File: src/rtl/uart_rx_byte.sv
// uart_rx_byte: 8N1 serial receiver that delivers each character to toUpper.
// It synchronises the asynchronous rx line, finds the start edge and samples
// every bit at its midpoint. Data arrives LSB first. A good byte is presented
// on byte_out together with a one-cycle byte_valid strobe. A bad stop bit
// gives a one-cycle frame_err pulse, and byte_out keeps its previous value.
// Build option: define UART_RX_PARITY_EN to add an even-parity bit after the
// data. The frame is then 11 bits long and parity_err is live.
`timescale 1ns/1ps

module uart_rx_byte #(
    parameter int unsigned CLKS_PER_BIT = 16
) (
    input  logic       clk,
    input  logic       rst_n,
    input  logic       rx,
    output logic [7:0] byte_out,
    output logic       byte_valid,
    output logic       frame_err,
    output logic       parity_err,
    output logic       busy
);

    localparam int unsigned CNT_W = $clog2(CLKS_PER_BIT);
    // The first sample lands half a bit after the start edge, at the middle of the start bit.
    localparam logic [CNT_W-1:0] HALF_LOAD = CNT_W'(CLKS_PER_BIT / 2 - 1);
    // Every later sample lands one full bit after the one before.
    localparam logic [CNT_W-1:0] FULL_LOAD = CNT_W'(CLKS_PER_BIT - 1);

    typedef enum logic [2:0] {
        ST_IDLE   = 3'd0,
        ST_START  = 3'd1,
        ST_DATA   = 3'd2,
        ST_STOP   = 3'd3
`ifdef UART_RX_PARITY_EN
        , ST_PARITY = 3'd4
`endif
    } state_e;

    // Synchroniser and edge-detect history
    logic sync1_q;
    logic rx_s_q;
    logic prev_s_q;

    // Frame engine state
    state_e           state_q,  state_d;
    logic [CNT_W-1:0] cnt_q,    cnt_d;
    logic [2:0]       idx_q,    idx_d;
    logic [7:0]       shift_q,  shift_d;
    logic [7:0]       byte_q,   byte_d;
    logic             valid_q,  valid_d;
    logic             ferr_q,   ferr_d;
`ifdef UART_RX_PARITY_EN
    logic             par_bad_q, par_bad_d;
    logic             perr_q,    perr_d;
`endif

    logic sample;
    logic start_edge;

    // The bit midpoint is reached when the tick counter runs out.
    assign sample     = (cnt_q == '0);
    // Start only on a real high-to-low edge. A line held low (break) cannot retrigger.
    assign start_edge = !rx_s_q && prev_s_q;

    // Two-flop synchroniser for the asynchronous line, plus one flop of history for edge detection.
    always_ff @(posedge clk or negedge rst_n) begin
        if (!rst_n) begin
            // NOTE: these reset to the idle-high line level, so releasing reset cannot fake a start edge.
            sync1_q  <= 1'b1;
            rx_s_q   <= 1'b1;
            prev_s_q <= 1'b1;
        end else begin
            // NOTE: all sequential state uses non-blocking assignments. Every flop then
            // updates from the same pre-edge values, whatever the statement order.
            sync1_q  <= rx;
            rx_s_q   <= sync1_q;
            prev_s_q <= rx_s_q;
        end
    end

    // Next-state logic: tick counting, bit capture and the end-of-frame verdict.
    always_comb begin
        // NOTE: every signal gets a default before the case statement. Paths that
        // do not assign a signal then hold or clear it, and no latch is inferred.
        state_d  = state_q;
        cnt_d    = cnt_q;
        idx_d    = idx_q;
        shift_d  = shift_q;
        byte_d   = byte_q;
        valid_d  = 1'b0;
        ferr_d   = 1'b0;
`ifdef UART_RX_PARITY_EN
        par_bad_d = par_bad_q;
        perr_d    = 1'b0;
`endif

        if (state_q != ST_IDLE) begin
            cnt_d = sample ? FULL_LOAD : cnt_q - CNT_W'(1);
        end

        case (state_q)
            ST_IDLE: begin
                if (start_edge) begin
                    state_d = ST_START;
                    cnt_d   = HALF_LOAD;
                end
            end

            ST_START: begin
                if (sample) begin
                    if (rx_s_q) begin
                        // The line is high again at the start-bit midpoint, so this was a glitch. Drop it silently.
                        state_d = ST_IDLE;
                    end else begin
                        state_d = ST_DATA;
                        idx_d   = 3'd0;
                    end
                end
            end

            ST_DATA: begin
                if (sample) begin
                    shift_d[idx_q] = rx_s_q;
                    if (idx_q == 3'd7) begin
`ifdef UART_RX_PARITY_EN
                        state_d = ST_PARITY;
`else
                        state_d = ST_STOP;
`endif
                    end else begin
                        idx_d = idx_q + 3'd1;
                    end
                end
            end

`ifdef UART_RX_PARITY_EN
            ST_PARITY: begin
                if (sample) begin
                    // Even parity: the XOR of the data and parity bits must be 0.
                    par_bad_d = (^shift_q) ^ rx_s_q;
                    state_d   = ST_STOP;
                end
            end
`endif

            ST_STOP: begin
                if (sample) begin
                    // Return to IDLE at the stop-bit midpoint. A start edge half a bit later is then caught.
                    state_d = ST_IDLE;
                    if (!rx_s_q) begin
                        // A low stop bit is a framing error. It takes priority over any parity result.
                        ferr_d = 1'b1;
`ifdef UART_RX_PARITY_EN
                    end else if (par_bad_q) begin
                        perr_d = 1'b1;
`endif
                    end else begin
                        byte_d  = shift_q;
                        valid_d = 1'b1;
                    end
                end
            end

            default: begin
                state_d = ST_IDLE;
            end
        endcase
    end

    // One register stage for the whole frame engine. The status pulses leave from flops.
    always_ff @(posedge clk or negedge rst_n) begin
        if (!rst_n) begin
            state_q <= ST_IDLE;
            cnt_q   <= '0;
            idx_q   <= 3'd0;
            shift_q <= 8'h00;
            byte_q  <= 8'h00;
            valid_q <= 1'b0;
            ferr_q  <= 1'b0;
`ifdef UART_RX_PARITY_EN
            par_bad_q <= 1'b0;
            perr_q    <= 1'b0;
`endif
        end else begin
            state_q <= state_d;
            cnt_q   <= cnt_d;
            idx_q   <= idx_d;
            shift_q <= shift_d;
            byte_q  <= byte_d;
            valid_q <= valid_d;
            ferr_q  <= ferr_d;
`ifdef UART_RX_PARITY_EN
            par_bad_q <= par_bad_d;
            perr_q    <= perr_d;
`endif
        end
    end

    assign byte_out   = byte_q;
    assign byte_valid = valid_q;
    assign frame_err  = ferr_q;
    assign busy       = (state_q != ST_IDLE);
`ifdef UART_RX_PARITY_EN
    assign parity_err = perr_q;
`else
    assign parity_err = 1'b0;
`endif

endmodule

File: config.mk
export PLATFORM = sky130hd
export DESIGN_NAME = uart_rx_byte
export DESIGN_NICKNAME = d
export VERILOG_FILES = /design/src/rtl/uart_rx_byte.sv
export SDC_FILE = /design/constraint.sdc
export NUM_CORES = 1
export LEC_CHECK = 0
export ABC_AREA = 1
export ABC_CLOCK_PERIOD_IN_PS = 1500
export CORE_MARGIN = 4
export CORE_UTILIZATION = 30
export CTS_BUF_LIST = sky130_fd_sc_hd__clkbuf_16
export CTS_CLUSTER_DIAMETER = 80
export DETAILED_ROUTE_END_ITERATION = 8
export DONT_BUFFER_PORTS = 1
export GPL_ROUTABILITY_DRIVEN = 0
export GPL_TIMING_DRIVEN = 0
export HOLD_SLACK_MARGIN = 0.05
export PLACE_DENSITY = 0.51
export SYNTH_ARGS = -nofsm -noshare
export SYNTH_HDL_FRONTEND = slang
export SYNTH_SLANG_ARGS = --single-unit
File: constraint.sdc
create_clock -name clk -period 1.5 [get_ports clk]
set_input_delay 0 -clock clk [delete_from_list [all_inputs] [get_ports clk]]
set_output_delay 0 -clock clk [all_outputs]
set_load 0.01 [all_outputs]
==> impl_metrics.csv <==
group,metric,value,unit
final_layout,fillCellCount,507,
final_layout,layout-drive-gt1-share,20.8,%
grt,grt.total_usage,10.4,%
clocking,cts_tree,"built",
synth,synth_warnings,0,
timing,setup_viol,0,
timing,min_period,1.37,ns
pwr,seq_power_share,37.4,%
grt,grt_pass1_vias,1063,
timing,hold_viol_final,0,
grt,grt_pass1_wl,4.95,mm
drt,vias,1087,
final_layout,multi_input_area,633,µm²
synth,ys_ff_latch,30,
timing,skew,0.00587,ns
synth,yosysMostFrequentCell,"nand2_1",
timing,fin_ws,0.127,ns
clocking,insertion_delay,0.27,ns
grt,antenna_found_initial,0,
synth,synth-edff-count,0,
setup_path,crit_arrival,1.53,ns
run,cap_violations,0,
place,io_buffers,0,
final_layout,syn2layout_area_growth,18.5,%
place,pre_cts_slack,0.0762,ns
synth,synth_cells,180,
drt,detail-route-antenna-nets,0,
setup_path,critPathLaunchType,"flop",
pwr,intPower,0.00181,W
drt,drtPass1Iterations,4,
floorplanning,die-area,0.00616,mm²
final_layout,num_antenna_cells,0,
pwr,switching_power,0.000962,W
pwr,power_switching_share,34.7,%
drt,routed_wirelength,2.62,mm
grt,grt_overflow,0,
setup_path,cp-end-kind,"flop",
pwr,comb_power_share,30.2,%
clocking,cts_sinks,30,
final_layout,final-seq-area,754,µm²
synth,synth_cell_types,22,
synth,synth_area_leaders,"dfrtp_1, nand2_1, nand3_1",
grt,grt_max_degree,31,
synth,synth-main-ff-cell,"dfrtp_1",
floorplanning,die_width,78.5,µm
setup_path,worstPathRequired,1.66,ns
status,status,"finished, final reports clean",
floorplanning,start_util,31.3,%
timing,fin_crit_sh,91.5,%
clocking,cts-root-buf,"clkbuf_16",
clocking,cts_max_path_buffers,2,
clocking,cts_buffers,5,
synth,synth-seq-area-share,50.6,%
drt,remaining_drc_errors,0,
final_layout,layout.nets,197,
pwr,power_leakage,0.925,nW
synth,synth_commonest_cells,"nand2_1, dfrtp_1, nand3_1",
synth,synth_top_area_share,45.3,%
synth,syn_avg_cell_area,8.28,µm²
setup_path,critPathKind,"flop to flop",
min_path,hp-class,"input port to asynchronous set/reset pin",
floorplanning,rows,25,
floorplanning,ioPinCount,15,
synth,syn_area,0.00149,mm²
pwr,ir_worst_vdd,0.419,mV
timing,timing.fmax,0.728,GHz
drt,wl_per_cell,10.1,µm
clocking,htree_levels,2,
clocking,cts.clk_slew.worst_paths,0.05,ns
drt,avgViaCountPerCell,4.20,
pwr,p_clk_share,32.5,%
setup_path,critPathMaxFanout,4,
pwr,pwr_density_cell,1570,mW/mm²
drt,drt_iter0_markers,49,
floorplanning,coreArea,0.00475,mm²
place,place_hpwl,1.90,mm
timing,finalMaxSlewViolations,0,
timing,finalSetupTns,0,ns
floorplanning,die_h,78.5,µm
timing,grt_setup_unrepaired,"no",
synth,synth_top_cell_by_area,"dfrtp_1",
synth,ys_async_sr_fraction,100,%
synth,syn_nets,186,
cell families after synthesis:
group	after synthesis	share of synthesized area (%)
buffers and inverters	23	7.39
and+or+nand+nor	112	35.4
DFF	30	50.6
other	1	0.252
adders and majority gates	3	2.52
AOI/OAI and AO/OA	11	3.78
sequential cells by signal (all words and copies together), names as in the netlist:
name        cells
byte_out        8
shift_q         8
cnt_q           4
idx_q           3
state_q         2
byte_valid      1
frame_err       1
prev_s_q        1
rx_s_q          1
sync1_q         1
power groups by stage:
stage	Sequential, W	Clock (W)	Combinational (W)
CTS	0.00104	0.000932	0.000821
global route	0.00106	0.000966	0.000977
detailed placement	0.00105	0	0.000793
finish	0.00104	0.000901	0.000837
global placement	0.00105	0	0.000781
floorplan	0.00103	0	0.000658
per-stage QoR:
stage | instance area, µm² | util (%) | power [W] | cells | hold slack, ns
finish | 1770 | 37.1 | 0.00277 | 259 | 0.173
global route | 1770 | 37.1 | 0.00300 | 259 | 0.217
CTS | 1750 | 36.8 | 0.00279 | 258 | 0.181
detailed placement | 1570 | 33.1 | 0.00184 | 247 | -0.294
global placement | 1570 | 33.1 | 0.00183 | 247 | -0.294
floorplan | 1490 | - | 0.00168 | 180 | -0.296
layout make-up:
type | instances | area share (%)
clock inverters | 3 | 0.638
flip-flops and latches | 30 | 42.7
multi-input cells | 127 | 35.9
inverters | 18 | 3.83
well taps | 67 | 4.75
repair buffers | 4 | 2.69
clock buffers | 5 | 7.09
plain buffers | 5 | 2.41
layer usage:
layer / up-vias / track usage [%] / routed length (µm)
li1: 585 / - / -
met1: 483 / 13.4 / 1340
met2: 13 / 15.5 / 1130
met3: 6 / 3.56 / 95
met4: 0 / 4.72 / 58
met5: - / 0 / 0
cells in the final DEF (no fill, tap or decap):
| cell type | n |
|---|---|
| nand3_2 | 2 |
| inv_2 | 4 |
| conb_1 | 1 |
| or2_2 | 1 |
| buf_12 | 1 |
| nor2_4 | 2 |
| nand3_1 | 18 |
| ha_1 | 2 |
| dfrtp_1 | 27 |
| buf_2 | 1 |
| inv_1 | 14 |
| nand2_2 | 9 |
| buf_6 | 2 |
| nand2_1 | 62 |
| nor2_2 | 3 |
| a31oi_1 | 1 |
| nor2_1 | 11 |
| nand3_4 | 1 |
| o21ai_0 | 10 |
| clkinv_1 | 3 |
| buf_4 | 3 |
| dlygate4sd3_1 | 2 |
| dfstp_2 | 3 |
| nor3_1 | 1 |
| clkbuf_16 | 5 |
| nand2_4 | 2 |
| ha_2 | 1 |
path summary, 6_finish.rpt:
kind | start | end | slack (ns) | cells after the start
min in group clk | rx | sync1_q | 0.27 | 1
worst min-delay path | rst_n | idx_q[1] | 0.17 | 2
worst min register to register | sync1_q | rx_s_q | 0.35 | 0
worst max-delay path | idx_q[0] | idx_q[2] | 0.13 | 8
max in group asynchronous | rst_n | prev_s_q | 1.10 | 2
worst max register to register | idx_q[0] | idx_q[2] | 0.13 | 8
worst max-delay path: stages, from the launching register on:
cell     delay, ns
dfrtp_1       0.41
ha_1          0.21
ha_1          0.17
inv_1         0.07
nand3_2       0.11
nand2_2       0.11
nand2_2       0.08
nand2_1       0.06
nand2_1       0.05
timing repair:
item | 4_1_cts | 5_1_grt
endpoints found under the hold margin | 31 | 0
hold buffers | 3 | 0
gates resized for setup | 0 | 3
setup endpoints to repair | 0 | 15
buffers inserted | 0 | 1
No activity file was read; power rests on OpenSTA's default activity.
